$ cat src/rtl/axi_ni_request_splitter_if.sv
`default_nettype none
// ============================================================================
// Module   : axi_ni_request_splitter_if
// Brief    : AXI read/write address channels plus the encoded packet-request
//            channel between the NI request splitter and the packetizer.
//            The slave modport is the splitter's view, master the initiator's.
// Revision : 1.0 - initial release
// ============================================================================
interface axi_ni_request_splitter_if #(
    parameter int AXIADDRWD = 32,
    parameter int AXIDATAWD = 32,
    parameter int AXILENWD  = 8,
    parameter int PKTLENWD  = 9
);
    // AXI read address channel
    logic                   arvalid;
    logic                   arready;
    logic [AXIADDRWD-1:0]   araddr;
    logic [AXILENWD-1:0]    arlen;
    logic [2:0]             arsize;
    logic [1:0]             arburst;

    // AXI write address channel
    logic                   awvalid;
    logic                   awready;
    logic [AXIADDRWD-1:0]   awaddr;
    logic [AXILENWD-1:0]    awlen;
    logic [2:0]             awsize;
    logic [1:0]             awburst;

    // Encoded packet request towards the packetizer
    logic                   pkt_valid;
    logic                   pkt_ready;
    logic                   pkt_write;
    logic [AXIADDRWD-1:0]   pkt_address;
    logic [PKTLENWD-1:0]    pkt_burst_length;
    logic [2:0]             pkt_burst_increment;
    logic [1:0]             pkt_burst_sequence;
    logic [AXIDATAWD/8-1:0] pkt_byte_enables;
    logic                   pkt_last;

    modport slave (
        input  arvalid, araddr, arlen, arsize, arburst,
        input  awvalid, awaddr, awlen, awsize, awburst,
        input  pkt_ready,
        output arready, awready,
        output pkt_valid, pkt_write, pkt_address, pkt_burst_length,
        output pkt_burst_increment, pkt_burst_sequence, pkt_byte_enables, pkt_last
    );

    modport master (
        output arvalid, araddr, arlen, arsize, arburst,
        output awvalid, awaddr, awlen, awsize, awburst,
        output pkt_ready,
        input  arready, awready,
        input  pkt_valid, pkt_write, pkt_address, pkt_burst_length,
        input  pkt_burst_increment, pkt_burst_sequence, pkt_byte_enables, pkt_last
    );
endinterface
`default_nettype wire

$ cat src/rtl/axi_ni_request_splitter.sv
`default_nettype none
// ============================================================================
// Module   : axi_ni_request_splitter
// Brief    : Registered AXI address-request splitter for the initiator NI.
//            Round-robin arbitration between AR and AW, INCR bursts longer
//            than MAX_PKT_BURST split into several packet requests, encoded
//            header fields presented through a valid/ready output register.
//            Optional macro NI_SPLIT_STATS_EN adds saturating request/split
//            counters (stat_reads, stat_writes, stat_splits).
// Revision : 1.0 - initial release
// ============================================================================
module axi_ni_request_splitter #(
    parameter int AXIADDRWD     = 32,
    parameter int AXIDATAWD     = 32,
    parameter int AXILENWD      = 8,
    parameter int MAX_PKT_BURST = 16,
    parameter int PKTLENWD      = 9
) (
    input  wire logic                clock,
    input  wire logic                reset_n,
    axi_ni_request_splitter_if.slave bus
`ifdef NI_SPLIT_STATS_EN
    ,
    output logic [15:0]              stat_reads,
    output logic [15:0]              stat_writes,
    output logic [15:0]              stat_splits
`endif
);

    localparam int                  c_be_wd     = AXIDATAWD / 8;
    localparam int                  c_off_wd    = $clog2(c_be_wd);
    localparam logic [PKTLENWD-1:0] c_max_beats = PKTLENWD'(MAX_PKT_BURST);

    typedef enum logic [0:0] {
        ST_IDLE  = 1'b0,
        ST_SPLIT = 1'b1
    } state_t;

    state_t                 r_state;
    logic                   r_prefer_write;
    logic [AXIADDRWD-1:0]   r_addr;
    logic [PKTLENWD-1:0]    r_remaining;
    logic [2:0]             r_size;
    logic [1:0]             r_burst;
    logic                   r_write;

    logic                   r_pkt_valid;
    logic                   r_pkt_write;
    logic [AXIADDRWD-1:0]   r_pkt_address;
    logic [PKTLENWD-1:0]    r_pkt_len;
    logic [2:0]             r_pkt_incr;
    logic [1:0]             r_pkt_seq;
    logic [c_be_wd-1:0]     r_pkt_ben;
    logic                   r_pkt_last;

    logic                   w_out_free;
    logic                   w_accept_ok;
    logic                   w_grant_read;
    logic                   w_grant_write;
    logic                   w_ar_take;
    logic                   w_aw_take;
    logic                   w_accept;
    logic                   w_split_step;
    logic                   w_load;

    logic                   w_src_write;
    logic [AXIADDRWD-1:0]   w_src_addr;
    logic [PKTLENWD-1:0]    w_src_remaining;
    logic [2:0]             w_src_size;
    logic [1:0]             w_src_burst;

    logic                   w_split_ok;
    logic [PKTLENWD-1:0]    w_beats;
    logic [PKTLENWD-1:0]    w_rem_after;
    logic [AXIADDRWD-1:0]   w_next_addr;
    logic [AXIADDRWD-1:0]   w_chunk_addr;
    logic [1:0]             w_seq;
    logic [c_be_wd-1:0]     w_ben;

    // Read byte enables: 2^size contiguous lanes from the address offset,
    // clipped at the top lane; sizes wider than the bus cover the whole bus.
    function automatic logic [c_be_wd-1:0] f_read_ben(
        input logic [c_off_wd-1:0] off,
        input logic [2:0]          size
    );
        int                 n;
        logic [c_be_wd-1:0] be;
        n  = (int'(size) > c_off_wd) ? c_be_wd : (1 << size);
        be = '0;
        for (int i = 0; i < c_be_wd; i++) begin
            be[i] = (i >= int'(off)) && (i < int'(off) + n);
        end
        return be;
    endfunction

    // Arbitration: a new request is taken only in IDLE with the output
    // register free or draining; on contention the channel not served last wins.
    assign w_out_free    = !r_pkt_valid || bus.pkt_ready;
    assign w_accept_ok   = (r_state == ST_IDLE) && w_out_free;
    assign w_grant_read  = bus.arvalid && (!bus.awvalid || !r_prefer_write);
    assign w_grant_write = bus.awvalid && (!bus.arvalid ||  r_prefer_write);
    assign w_ar_take     = w_accept_ok && w_grant_read;
    assign w_aw_take     = w_accept_ok && w_grant_write;
    assign w_accept      = w_ar_take || w_aw_take;
    assign w_split_step  = (r_state == ST_SPLIT) && bus.pkt_ready;
    assign w_load        = w_accept || w_split_step;

    assign bus.arready   = w_ar_take;
    assign bus.awready   = w_aw_take;

    // Chunk source: the incoming AXI request in IDLE, the stored remainder in SPLIT.
    always_comb begin
        w_src_write     = r_write;
        w_src_addr      = r_addr;
        w_src_remaining = r_remaining;
        w_src_size      = r_size;
        w_src_burst     = r_burst;
        if (r_state == ST_IDLE) begin
            w_src_write = w_grant_write;
            if (w_grant_write) begin
                w_src_addr      = bus.awaddr;
                w_src_remaining = PKTLENWD'(bus.awlen) + PKTLENWD'(1);
                w_src_size      = bus.awsize;
                w_src_burst     = bus.awburst;
            end else begin
                w_src_addr      = bus.araddr;
                w_src_remaining = PKTLENWD'(bus.arlen) + PKTLENWD'(1);
                w_src_size      = bus.arsize;
                w_src_burst     = bus.arburst;
            end
        end
    end

    // burst[0] set means INCR (01) or reserved (11): both are treated as INCR
    // and may be split; FIXED (00) and WRAP (10) always go out as one chunk.
    assign w_split_ok   = w_src_burst[0];
    assign w_seq        = w_src_burst[0] ? 2'b01 : w_src_burst;
    assign w_beats      = (w_split_ok && (w_src_remaining > c_max_beats)) ? c_max_beats
                                                                           : w_src_remaining;
    assign w_rem_after  = w_src_remaining - w_beats;
    assign w_next_addr  = w_src_addr + (AXIADDRWD'(w_beats) << w_src_size);
    assign w_chunk_addr = w_src_addr & ~((AXIADDRWD'(1) << w_src_size) - AXIADDRWD'(1));
    assign w_ben        = w_src_write ? {c_be_wd{1'b1}}
                                      : f_read_ben(w_src_addr[c_off_wd-1:0], w_src_size);

    // Control FSM with the registered packet-request outputs.
    always_ff @(posedge clock or negedge reset_n) begin
        if (!reset_n) begin
            r_state        <= ST_IDLE;
            r_prefer_write <= 1'b0;
            r_addr         <= '0;
            r_remaining    <= '0;
            r_size         <= '0;
            r_burst        <= '0;
            r_write        <= 1'b0;
            r_pkt_valid    <= 1'b0;
            r_pkt_write    <= 1'b0;
            r_pkt_address  <= '0;
            r_pkt_len      <= '0;
            r_pkt_incr     <= '0;
            r_pkt_seq      <= '0;
            r_pkt_ben      <= '0;
            r_pkt_last     <= 1'b0;
        end else begin
            if (w_load) begin
                r_pkt_valid   <= 1'b1;
                r_pkt_write   <= w_src_write;
                r_pkt_address <= w_chunk_addr;
                r_pkt_len     <= w_beats;
                r_pkt_incr    <= w_src_size;
                r_pkt_seq     <= w_seq;
                r_pkt_ben     <= w_ben;
                r_pkt_last    <= (w_rem_after == '0);
                r_addr        <= w_next_addr;
                r_remaining   <= w_rem_after;
            end else if (bus.pkt_ready) begin
                r_pkt_valid   <= 1'b0;
            end

            case (r_state)
                ST_IDLE: begin
                    if (w_accept) begin
                        r_prefer_write <= w_grant_read;
                        r_write        <= w_src_write;
                        r_size         <= w_src_size;
                        r_burst        <= w_src_burst;
                        if (w_rem_after != '0) begin
                            r_state <= ST_SPLIT;
                        end
                    end
                end
                ST_SPLIT: begin
                    if (w_split_step && (w_rem_after == '0)) begin
                        r_state <= ST_IDLE;
                    end
                end
                default: r_state <= ST_IDLE;
            endcase
        end
    end

    assign bus.pkt_valid           = r_pkt_valid;
    assign bus.pkt_write           = r_pkt_write;
    assign bus.pkt_address         = r_pkt_address;
    assign bus.pkt_burst_length    = r_pkt_len;
    assign bus.pkt_burst_increment = r_pkt_incr;
    assign bus.pkt_burst_sequence  = r_pkt_seq;
    assign bus.pkt_byte_enables    = r_pkt_ben;
    assign bus.pkt_last            = r_pkt_last;

`ifdef NI_SPLIT_STATS_EN
    logic [15:0] r_stat_reads;
    logic [15:0] r_stat_writes;
    logic [15:0] r_stat_splits;

    // Saturating counters: accepted reads/writes and chunks beyond the first.
    always_ff @(posedge clock or negedge reset_n) begin
        if (!reset_n) begin
            r_stat_reads  <= '0;
            r_stat_writes <= '0;
            r_stat_splits <= '0;
        end else begin
            if (w_ar_take && (r_stat_reads != 16'hFFFF)) begin
                r_stat_reads <= r_stat_reads + 16'd1;
            end
            if (w_aw_take && (r_stat_writes != 16'hFFFF)) begin
                r_stat_writes <= r_stat_writes + 16'd1;
            end
            if (w_split_step && (r_stat_splits != 16'hFFFF)) begin
                r_stat_splits <= r_stat_splits + 16'd1;
            end
        end
    end

    assign stat_reads  = r_stat_reads;
    assign stat_writes = r_stat_writes;
    assign stat_splits = r_stat_splits;
`endif

endmodule
`default_nettype wire
$ cat src/flat_wrapper.sv
// flat-port wrapper written by rule: the top's interface ports become plain ports
module axi_ni_request_splitter_flat 
#(
    parameter int AXIADDRWD     = 32,
    parameter int AXIDATAWD     = 32,
    parameter int AXILENWD      = 8,
    parameter int MAX_PKT_BURST = 16,
    parameter int PKTLENWD      = 9
)
  (clock, reset_n, bus_arvalid, bus_araddr, bus_arlen, bus_arsize, bus_arburst, bus_awvalid, bus_awaddr, bus_awlen, bus_awsize, bus_awburst, bus_pkt_ready, bus_arready, bus_awready, bus_pkt_valid, bus_pkt_write, bus_pkt_address, bus_pkt_burst_length, bus_pkt_burst_increment, bus_pkt_burst_sequence, bus_pkt_byte_enables, bus_pkt_last);
  axi_ni_request_splitter_if #(.AXIADDRWD(AXIADDRWD), .AXIDATAWD(AXIDATAWD), .AXILENWD(AXILENWD), .PKTLENWD(PKTLENWD)) bus_i ();
  input  wire logic clock;
  input  wire logic reset_n;
  input wire logic [$bits(bus_i.arvalid)-1:0] bus_arvalid;
  input wire logic [$bits(bus_i.araddr)-1:0] bus_araddr;
  input wire logic [$bits(bus_i.arlen)-1:0] bus_arlen;
  input wire logic [$bits(bus_i.arsize)-1:0] bus_arsize;
  input wire logic [$bits(bus_i.arburst)-1:0] bus_arburst;
  input wire logic [$bits(bus_i.awvalid)-1:0] bus_awvalid;
  input wire logic [$bits(bus_i.awaddr)-1:0] bus_awaddr;
  input wire logic [$bits(bus_i.awlen)-1:0] bus_awlen;
  input wire logic [$bits(bus_i.awsize)-1:0] bus_awsize;
  input wire logic [$bits(bus_i.awburst)-1:0] bus_awburst;
  input wire logic [$bits(bus_i.pkt_ready)-1:0] bus_pkt_ready;
  output wire logic [$bits(bus_i.arready)-1:0] bus_arready;
  output wire logic [$bits(bus_i.awready)-1:0] bus_awready;
  output wire logic [$bits(bus_i.pkt_valid)-1:0] bus_pkt_valid;
  output wire logic [$bits(bus_i.pkt_write)-1:0] bus_pkt_write;
  output wire logic [$bits(bus_i.pkt_address)-1:0] bus_pkt_address;
  output wire logic [$bits(bus_i.pkt_burst_length)-1:0] bus_pkt_burst_length;
  output wire logic [$bits(bus_i.pkt_burst_increment)-1:0] bus_pkt_burst_increment;
  output wire logic [$bits(bus_i.pkt_burst_sequence)-1:0] bus_pkt_burst_sequence;
  output wire logic [$bits(bus_i.pkt_byte_enables)-1:0] bus_pkt_byte_enables;
  output wire logic [$bits(bus_i.pkt_last)-1:0] bus_pkt_last;
  assign bus_i.arvalid = bus_arvalid;
  assign bus_i.araddr = bus_araddr;
  assign bus_i.arlen = bus_arlen;
  assign bus_i.arsize = bus_arsize;
  assign bus_i.arburst = bus_arburst;
  assign bus_i.awvalid = bus_awvalid;
  assign bus_i.awaddr = bus_awaddr;
  assign bus_i.awlen = bus_awlen;
  assign bus_i.awsize = bus_awsize;
  assign bus_i.awburst = bus_awburst;
  assign bus_i.pkt_ready = bus_pkt_ready;
  assign bus_arready = bus_i.arready;
  assign bus_awready = bus_i.awready;
  assign bus_pkt_valid = bus_i.pkt_valid;
  assign bus_pkt_write = bus_i.pkt_write;
  assign bus_pkt_address = bus_i.pkt_address;
  assign bus_pkt_burst_length = bus_i.pkt_burst_length;
  assign bus_pkt_burst_increment = bus_i.pkt_burst_increment;
  assign bus_pkt_burst_sequence = bus_i.pkt_burst_sequence;
  assign bus_pkt_byte_enables = bus_i.pkt_byte_enables;
  assign bus_pkt_last = bus_i.pkt_last;
  axi_ni_request_splitter #(.AXIADDRWD(AXIADDRWD), .AXIDATAWD(AXIDATAWD), .AXILENWD(AXILENWD), .MAX_PKT_BURST(MAX_PKT_BURST), .PKTLENWD(PKTLENWD)) u_core (.clock(clock), .reset_n(reset_n), .bus(bus_i));
endmodule
$ cat config.mk
export PLATFORM = sky130hd
export DESIGN_NAME = axi_ni_request_splitter_flat
export DESIGN_NICKNAME = d
export VERILOG_FILES = /design/src/rtl/axi_ni_request_splitter_if.sv /design/src/rtl/axi_ni_request_splitter.sv /design/src/flat_wrapper.sv
export SDC_FILE = /design/constraint.sdc
export NUM_CORES = 1
export LEC_CHECK = 0
export ABC_AREA = 0
export BUFFER_PORTS_ARGS = -buffer_cell sky130_fd_sc_hd__buf_4
export CAP_MARGIN = 10
export CORE_ASPECT_RATIO = 0.9
export CORE_MARGIN = 4
export CORE_UTILIZATION = 45
export CTS_BUF_LIST = sky130_fd_sc_hd__clkbuf_2 sky130_fd_sc_hd__clkbuf_4 sky130_fd_sc_hd__clkbuf_8
export CTS_CLUSTER_SIZE = 40
export DETAILED_ROUTE_END_ITERATION = 12
export GPL_TIMING_DRIVEN = 0
export PLACE_DENSITY = 0.73
export SLEW_MARGIN = 20
export SYNTH_ARGS = -nofsm -noshare
export SYNTH_HDL_FRONTEND = slang
export SYNTH_SLANG_ARGS = --single-unit
$ cat constraint.sdc
create_clock -name clock -period 10 [get_ports clock]
set_clock_uncertainty 0.2 [all_clocks]
set_input_delay 1 -clock clock [delete_from_list [all_inputs] [get_ports clock]]
set_output_delay 1 -clock clock [all_outputs]
set_load 0.005 [all_outputs]
==> flow_summary.toml, run 1 <==
[cts]
cts_tree = "done"
cts_resized = 0
cts_setup_buffers = 0
htree_levels = 3
root_buffer = "clkbuf_8"
clock_latency_ns = 0.41
cts_buffer_depth = 2
path_clk_slew_ns = 0.11
cts_hold_buf = 0
cts_buffers = 9
cts_sinks = 102

[grt]
grt_max_degree = 103
grt_pass1_vias = 6843
gr-total-overflow = 0
met3_usage_pct = 6.90
grt_use_met2_pct = 40.8
antenna_found_initial = 0
grt_usage_pct = 26.0
grt_pass1_wl_mm = 36.6
gr-usage-met1_pct = 36.0
grt-busiest-layer = "met2"

[die]
num_rows = 42
boundaryPins = 150
initial_core_util_pct = 46.6
design.die.area_um2 = 17400
core_um2 = 14900
die_height_um = 126
die_w_um = 139

[power_and_ir_drop]
total_leakage_power_nw = 3.98
max-vdd-ir-drop_mv = 0.164
pwr_density_cell_nw_per_um2 = 337

[synth]
syn-cell-area_um2 = 6930
synthAdderAreaFrac_pct = 4.73
syn_inst = 848
yosys.area.top_type = "dfrtp_1"
async_flop_share_pct = 100
synth_top_family_by_area = "compound AO/OA/AOI/OAI gates"
synth_top_area_share_pct = 36.9
avgSynthCellArea_um2 = 8.17
ys_seq_area_share_pct = 36.9
synth_edf_count = 0
synthXorXnorAreaFrac_pct = 4.68
ys_types = 69
synthMuxAreaShare_pct = 5.49
yosysWarnings = 0
synth-main-ff-cell = "dfrtp_1"
synthTopCellsByArea = "dfrtp_1 (37%), nand2_1 (8.6%), o21ai_0 (6.2%)"
synth_compound_area_share_pct = 23.5
synth_nets = 968
synth-simple-area-share_pct = 20.7
ys_ff_latch = 102

[worst_setup_path]
slowest_stage = "a222oi_1"
cp-start-kind = "input port"
r2r_slack_ns = 1.20
critical_path.most_common_cell = "nand2_1"
critPathKind = "input port to flip-flop"
critPathMaxFanout = 10
required_ns = 10.09
worstSetupEndpointType = "flip-flop"
slowest_delay_ns = 0.94
critical_path_arrival_ns = 9.06

[final_layout]
regArea_um2 = 2550
final_nets = 1128
stdcell_area_um2 = 8510
final_cells = 1211
syn2layout_area_growth_pct = 22.9
multi_input_area_um2 = 4100
post_route_cells_drive_above_1_share_pct = 19.6
fillers = 1404
antenna_cells = 0

[run_status]
outcome = "finished clean"

[sta]
setup_viol = 0
slew_viol_final = 0
setup_tns_ns = 0
min_period_ns = 8.98
timing.hold.ws_ns = 0.276
fmax_ghz = 0.111
rsz0062_at_grt = "no"
worst_slack_ns = 1.02
hold_viol = 0
worst_slew_pin_slew_ns = 1.10
slew_headroom_pct = 26.5
period_share_pct = 89.8

[worst_hold_path]
hold_path_class = "flip-flop to flip-flop"

[routing]
postRouteAntennaNets = 0
wl_per_cell_um = 18.8
dr.pass1.iters = 6
drc = 0
post_drt_via_cell_ratio = 5.74
drt_iter0_drc = 613
vias = 6947
drt_wl_total_mm = 22.8

[job]
maxCapViolCount = 0

[placed_design]
place_worst_setup_slack_ns = 0.713
place_area_um2 = 8300
numPortBuffers = 149
gp_routability_congestion = 0.945
hpwl_mm = 17.5
dp.cells = 1195
[per-stage QoR]
stage / power, mW / util [%]
2_1_floorplan: 1.98 / -
3_3_place_gp: 2.53 / 55.8
3_5_place_dp: 2.56 / 55.8
4_1_cts: 2.85 / 57.2
5_1_grt: 3.12 / 57.2
6_report: 2.87 / 57.2
[cells in the final DEF (no fill, tap or decap), types with 12 or more instances in the layout]
cell        n
xor2_1     13
a22o_1     15
o21ai_0    85
ha_1       23
a21oi_1    45
mux2i_1    29
inv_1      13
clkbuf_1   38
a21o_1     12
buf_4     149
nand3_1    38
nand2_1   158
dfrtp_1   102
nor2_1     64
nor3_1     14
a31oi_1    15
xnor2_1    24
[where the power goes]
group	leakage (nW)	internal, mW	switching, mW
Combinational	2.63	0.771	1.11
Sequential	1.25	0.597	0.107
Clock	0.101	0.119	0.160
Total	3.98	1.49	1.38
[area by class of cell]
type | instances | share of cell area [%]
multi-input cells | 677 | 48.2
flip-flops and latches | 102 | 30.0
repair buffers | 149 | 13.2
well taps | 198 | 2.91
plain buffers | 54 | 2.63
clock buffers | 9 | 1.46
clock inverters | 7 | 0.956
inverters | 15 | 0.662
[synthesized netlist by cell type, types with 12 or more instances]
library cell	instances
nand2_1	158
dfrtp_1	102
o21ai_0	86
nor2_1	64
a21oi_1	45
clkbuf_1	38
nand3_1	38
mux2i_1	29
xnor2_1	24
ha_1	23
a22o_1	15
a31oi_1	15
nor3_1	14
inv_1	13
xor2_1	13
a21o_1	12
[critical path, delay by kind of cell]
family	cells	cell delay [ns]
buffers and inverters	7	2.21
and+or+nand+nor	8	1.22
xor gates and xnor gates	2	0.27
muxes	1	0.39
adders and majority gates	3	0.82
AOI/OAI and AO/OA	8	3.12
[registers in the layout, summed over array words and instances, names as in the netlist]
signal and count:
u_core.bus.pkt_burst_sequence 2, u_core.r_addr 32, u_core.bus.pkt_write 1, u_core.bus.pkt_address 32, u_core.bus.pkt_valid 1, u_core.bus.pkt_burst_increment 3, u_core.r_size 3, u_core.r_burst 2
u_core.r_write 1, u_core.bus.pkt_last 1, u_core.r_state 1, u_core.r_prefer_write 1, u_core.bus.pkt_burst_length 9, u_core.r_remaining 9, u_core.bus.pkt_byte_enables 4
[logic make-up (layout without fill, tap and decap cells)]
group                      Yosys count  in the layout
adders and majority gates           25             25
AOI/OAI and AO/OA                  252            252
other                                1              1
buffers and inverters               69            234
and+or+nand+nor                    325            325
DFF                                102            102
muxes                               37             37
xor gates and xnor gates            37             37
[path summary, 6_finish.rpt]
path | to | from | depth (start not counted)
max in group asynchronous | u_core.bus.pkt_last | reset_n | 1
min in group asynchronous | u_core.bus.pkt_address[7] | reset_n | 1
max reg2reg | u_core.r_addr[28] | u_core.r_prefer_write | 28
min reg2reg | u_core.r_remaining[7] | u_core.r_remaining[7] | 2
min | u_core.r_remaining[7] | u_core.r_remaining[7] | 2
max | u_core.r_addr[28] | bus_arvalid | 29
[layer usage]
metal  part of all wire (%)  wire length [um]
met3                    8.7              1990
met4                    2.1               475
met1                     45             10200
met5                      0                 0
met2                     45             10200
No activity file was read; power rests on OpenSTA's default activity.
==> run 2: changes to the inputs <==
--- a/config.mk
+++ b/config.mk
@@ -5,7 +5,7 @@
 export SDC_FILE = /design/constraint.sdc
 export NUM_CORES = 1
 export LEC_CHECK = 0
-export ABC_AREA = 0
+export ABC_AREA = 1
 export BUFFER_PORTS_ARGS = -buffer_cell sky130_fd_sc_hd__buf_4
 export CAP_MARGIN = 10
 export CORE_ASPECT_RATIO = 0.9
==> flow_summary.toml, run 2 <==
[sta]
fmax_ghz = 0.172
setup_viol = 0
slew_viol_final = 0
worst_slew_pin_slew_ns = 0.980
setup_tns_ns = 0
slew_headroom_pct = 34.6
rsz0062_at_grt = "no"
period_share_pct = 58.2
min_period_ns = 5.82
hold_viol = 0

[synth]
synthTopCellsByArea = "dfrtp_1 (36%), nand2_1 (16%), o21ai_0 (6.4%)"
synth-main-ff-cell = "dfrtp_1"
yosys.area.top_type = "dfrtp_1"
yosysMostFrequentCell = "nand2_1"
async_flop_share_pct = 100
ys_ff_latch = 102
ys_seq_area_share_pct = 36.2
yosysWarnings = 0
avgSynthCellArea_um2 = 7.08
synth_nets = 1116
synth_commonest_cells = "nand2_1 (296), dfrtp_1 (102), nor2_1 (94)"
syn_inst = 996
syn-cell-area_um2 = 7050
ys_types = 45
synth_top_area_share_pct = 36.2
synth_edf_count = 0

[power_and_ir_drop]
pwr_density_cell_nw_per_um2 = 247
total_leakage_power_nw = 4.34
max-vdd-ir-drop_mv = 0.103

[worst_setup_path]
slowest_delay_ns = 0.38
critPathKind = "input port to flip-flop"
critical_path_arrival_ns = 5.94
r2r_slack_ns = 4.44
r2r_cells = 33
required_ns = 10.11
worstSetupEndpointType = "flip-flop"
startpoint = "bus_awvalid"
cp-endpoint = "u_core.r_addr[30]"
cp-start-kind = "input port"
slowest_stage = "o21ai_1"
r2r-end = "u_core.r_addr[30]"
critPathMaxFanout = 10
rr_startpoint = "u_core.r_prefer_write"

[final_layout]
final_cell_mix = "nand2_1 (296), buf_4 (149), dfrtp_1 (102)"
stdcell_area_um2 = 8600
antenna_cells = 0
post_route_cells_drive_above_1_share_pct = 21.7
syn2layout_area_growth_pct = 22.1
layout_commonest_cell = "nand2_1"
final_nets = 1275
fillers = 1562
regArea_um2 = 2550
multi_input_area_um2 = 3950

[worst_hold_path]
hold_path_class = "flip-flop to flip-flop"
hold_path_startpoint = "u_core.r_addr[0]"

[die]
die_w_um = 140
core_um2 = 15400
initial_core_util_pct = 45.8
design.die.area_um2 = 17700
die_height_um = 127
num_rows = 43
boundaryPins = 150

[routing]
drc = 0
vias = 7257
post_drt_via_cell_ratio = 5.33
drt_iter0_drc = 606
postRouteAntennaNets = 0
drt_wl_total_mm = 23.4
wl_per_cell_um = 17.2
dr.pass1.iters = 5

[cts]
cts_tree = "done"
cts_hold_buf = 0
cts_setup_buffers = 0
clock_latency_ns = 0.39
root_buffer = "clkbuf_8"
htree_levels = 3
cts_buffer_depth = 2
cts_buffers = 9
cts_resized = 0
path_clk_slew_ns = 0.10
cts_sinks = 102

[grt]
grt_max_degree = 103
grt_pass1_wl_mm = 37.0
grt_pass1_vias = 7061
grt_usage_pct = 26.1
antenna_found_initial = 0
gr-total-overflow = 0

[placed_design]
numPortBuffers = 148
hpwl_mm = 17.9
place_area_um2 = 8410
gp_routability_congestion = 0.974

[job]
maxCapViolCount = 0

[run_status]
outcome = "finished clean"
## run 2: critical path, delay by kind of cell
family,cells,cell delay (ns)
simple gates,21,2.71
buf+inv,4,0.42
fa+ha+maj,2,0.48
compound gates,6,1.30
## run 2: layer usage
metal / up-vias / global-route usage [%] / share of wire [%]
met5: - / 0 / 0
met3: 33 / 5.39 / 8.1
met2: 289 / 41.6 / 45
li1: 3570 / - / -
met4: 0 / 6.84 / 1.8
met1: 3365 / 36.4 / 45
## run 2: worst min path at each step
stage	to	slack [ns]	cells after the start
after CTS	u_core.r_addr[0]	0.28	2
after global placement	u_core.r_addr[0]	0.26	2
after floorplan	u_core.r_addr[1]	0.24	2
after detailed placement	u_core.r_addr[0]	0.26	2
final	u_core.r_addr[0]	0.29	2
after global routing	u_core.r_addr[0]	0.31	2
## run 2: kinds of logic after synthesis
logic type      synth area share (%)
compound gates                  15.3
xor+xnor                        1.99
fa+ha+maj                       4.65
buf+inv                         7.79
flops                           36.2
mux                            0.568
other cells                   0.0532
simple gates                    33.4
## run 2: through the flow
stage	power [mW]	hold slack [ns]	instances	utilization [%]	worst slack, ns
6_report	2.12	0.286	1361	55.9	4.18
5_1_grt	2.30	0.312	1361	55.9	3.69
4_1_cts	2.11	0.281	1361	55.9	4.28
3_5_place_dp	1.84	0.259	1346	54.7	3.89
3_3_place_gp	1.82	0.258	1346	54.7	3.90
2_1_floorplan	1.42	0.237	996	-	4.81
## run 2: cell type report
class / instances / share of cell area, %
buffer: 47 / 2.50
clock buffer: 9 / 1.44
inverter: 89 / 3.88
multi-input combinational: 758 / 45.9
tap: 202 / 2.94
sequential: 102 / 29.7
timing repair buffer: 148 / 13.0
clock inverter: 6 / 0.727
## run 2: report_power, final
group	internal [mW]	total [mW]	switching, mW	leakage [nW]
registers	0.564	0.657	0.0934	1.30
clock network	0.115	0.268	0.154	0.0992
logic	0.473	1.19	0.722	2.94
total	1.15	2.12	0.969	4.34
==> run 3: changes to the inputs <==
--- a/config.mk
+++ b/config.mk
@@ -5,7 +5,7 @@
 export SDC_FILE = /design/constraint.sdc
 export NUM_CORES = 1
 export LEC_CHECK = 0
-export ABC_AREA = 1
+export ABC_AREA = 0
 export BUFFER_PORTS_ARGS = -buffer_cell sky130_fd_sc_hd__buf_4
 export CAP_MARGIN = 10
 export CORE_ASPECT_RATIO = 0.9
@@ -15,7 +15,7 @@
 export CTS_CLUSTER_SIZE = 40
 export DETAILED_ROUTE_END_ITERATION = 12
 export GPL_TIMING_DRIVEN = 0
-export PLACE_DENSITY = 0.73
+export PLACE_DENSITY = 0.76
 export SLEW_MARGIN = 20
 export SYNTH_ARGS = -nofsm -noshare
 export SYNTH_HDL_FRONTEND = slang
==> constraint.sdc (replaced) <==
create_clock -name clock -period 5.1 [get_ports clock]
set_clock_uncertainty 0.2 [all_clocks]
set_input_delay 0.51 -clock clock [delete_from_list [all_inputs] [get_ports clock]]
set_output_delay 0.51 -clock clock [all_outputs]
set_load 0.005 [all_outputs]
==> flow_summary.toml, run 3 (same netlist as run 1, synthesis figures left out) <==
[power_and_ir_drop]
max-vdd-ir-drop_mv = 0.295
total_leakage_power_nw = 4.32
switching_share_pct = 47.5
p_clk_share_pct = 7.9
pwr_density_cell_nw_per_um2 = 706
power_switching_mw = 3.12
p_seq_share_pct = 21.1
power_frac_comb_pct = 71.0
intPower_mw = 3.44

[final_layout]
stdcell_area_um2 = 9290
final_cells = 1256
final_nets = 1173
final_cell_mix = "buf_4 (190), nand2_1 (152), dfrtp_1 (102)"
syn2layout_area_growth_pct = 34.2
layout_commonest_cell = "buf_4"
antenna_cells = 0
utilization_pct = 62.5
post_route_cells_drive_above_1_share_pct = 28.7

[placed_design]
dp.cells = 1195
gp_routability_congestion = 0.980
hpwl_mm = 17.6
place_area_um2 = 8450
numPortBuffers = 149

[sta]
worst_slew_pin_slew_ns = 0.994
fmax_ghz = 0.180
worst_slack_ns = -0.469
min_period_ns = 5.57
period_share_pct = 109
slew_headroom_pct = 33.3
rsz0062_at_grt = "yes"
setup_viol = 21
hold_viol = 0
slew_viol_final = 0

[cts]
root_buffer = "clkbuf_8"
cts_hold_buf = 0
cts_sinks = 102
clock_latency_ns = 0.40
htree_levels = 3
cts_buffers = 9
path_clk_slew_ns = 0.10
cts_buffer_depth = 2
cts_tree = "done"

[worst_setup_path]
cp-start-kind = "flip-flop"
r2r_cells = 27
r2r_slack_ns = -0.47
worstSetupEndpointType = "flip-flop"
crit_buf_inv = 5
critPathKind = "flip-flop to flip-flop"
path_delay_family = "compound AO/OA/AOI/OAI gates"
r2r-end = "u_core.r_addr[28]"
cp-endpoint = "u_core.r_addr[28]"
critPathMaxFanout = 6
critical_path_arrival_ns = 5.64
path_depth = 27
rr_startpoint = "u_core.r_prefer_write"
required_ns = 5.17
startpoint = "u_core.r_prefer_write"
slowest_delay_ns = 0.52
slowest_stage = "a2111o_1"

[worst_hold_path]
hold_path_class = "input port to async pin"

[grt]
gr-total-overflow = 0
grt_usage_pct = 27.0
antenna_found_initial = 0
grt_max_degree = 103
grt_pass1_wl_mm = 37.8
grt_pass1_vias = 6976

[routing]
drt_wl_total_mm = 24.6
post_drt_via_cell_ratio = 5.92
wl_per_cell_um = 19.6
drc = 0
drt_iter0_drc = 755
postRouteAntennaNets = 0
dr.pass1.iters = 6
vias = 7431

[die]
die_height_um = 126
design.die.area_um2 = 17400
boundaryPins = 150
die_w_um = 139
core_um2 = 14900
initial_core_util_pct = 46.6
num_rows = 42

[run_status]
violations = "setup timing"
outcome = "complete, but fails checks"

[job]
maxCapViolCount = 0
[run 3: per-stage QoR]
step / power, mW / worst slack, ns / setup TNS (ns) / hold slack (ns)
floorplan: 4.00 / -0.771 / -10.31 / 0.0144
global placement: 5.09 / -1.82 / -38.83 / 0.251
detailed placement: 5.15 / -1.82 / -38.83 / 0.257
CTS: 6.15 / -0.293 / -3.28 / 0.0729
global route: 7.01 / -0.640 / -11.29 / 0.113
finish: 6.56 / -0.469 / -6.81 / 0.0320
[run 3: what timing repair did]
action,in CTS,in global routing
setup endpoints to repair,33,24
buffers inserted,38,12
pin swaps,42,19
gates resized for setup,65,23
[run 3: how the worst min path moves through the flow]
stage                                          start                    endpoint  slack (ns)  depth (start not counted)
after floorplan                              reset_n   u_core.bus.pkt_address[0]        0.01                          0
after global placement              u_core.r_addr[1]            u_core.r_addr[1]        0.25                          2
after detailed placement  u_core.bus.pkt_address[29]  u_core.bus.pkt_address[29]        0.26                          2
after CTS                                    reset_n  u_core.bus.pkt_address[24]        0.07                          1
after global routing                         reset_n       u_core.r_remaining[7]        0.11                          1
final                                        reset_n       u_core.r_remaining[7]        0.03                          1
[run 3: power by group through the flow]
stage | sequential (mW) | combinational, mW | clock, mW
after CTS | 1.38 | 4.26 | 0.519
after global placement | 1.38 | 3.71 | 0
after detailed placement | 1.39 | 3.76 | 0
after floorplan | 1.36 | 2.65 | 0
final | 1.38 | 4.66 | 0.517
after global routing | 1.42 | 5.05 | 0.546
[run 3: per-layer routing]
metal	vias up	GRT usage [%]	wire length, um
li1	3454	-	-
met1	3558	37.0	10400
met2	366	41.8	11200
met3	53	6.75	2170
met4	0	9.84	793
met5	-	0	0
[run 3: final cells by class]
class,count,area (um2)
buffer,51,255
fill,1300,5580
timing repair buffer,197,1500
sequential,102,2550
tap,198,248
clock inverter,4,30.0
multi-input combinational,677,4490
clock buffer,12,159
inverter,15,58.8
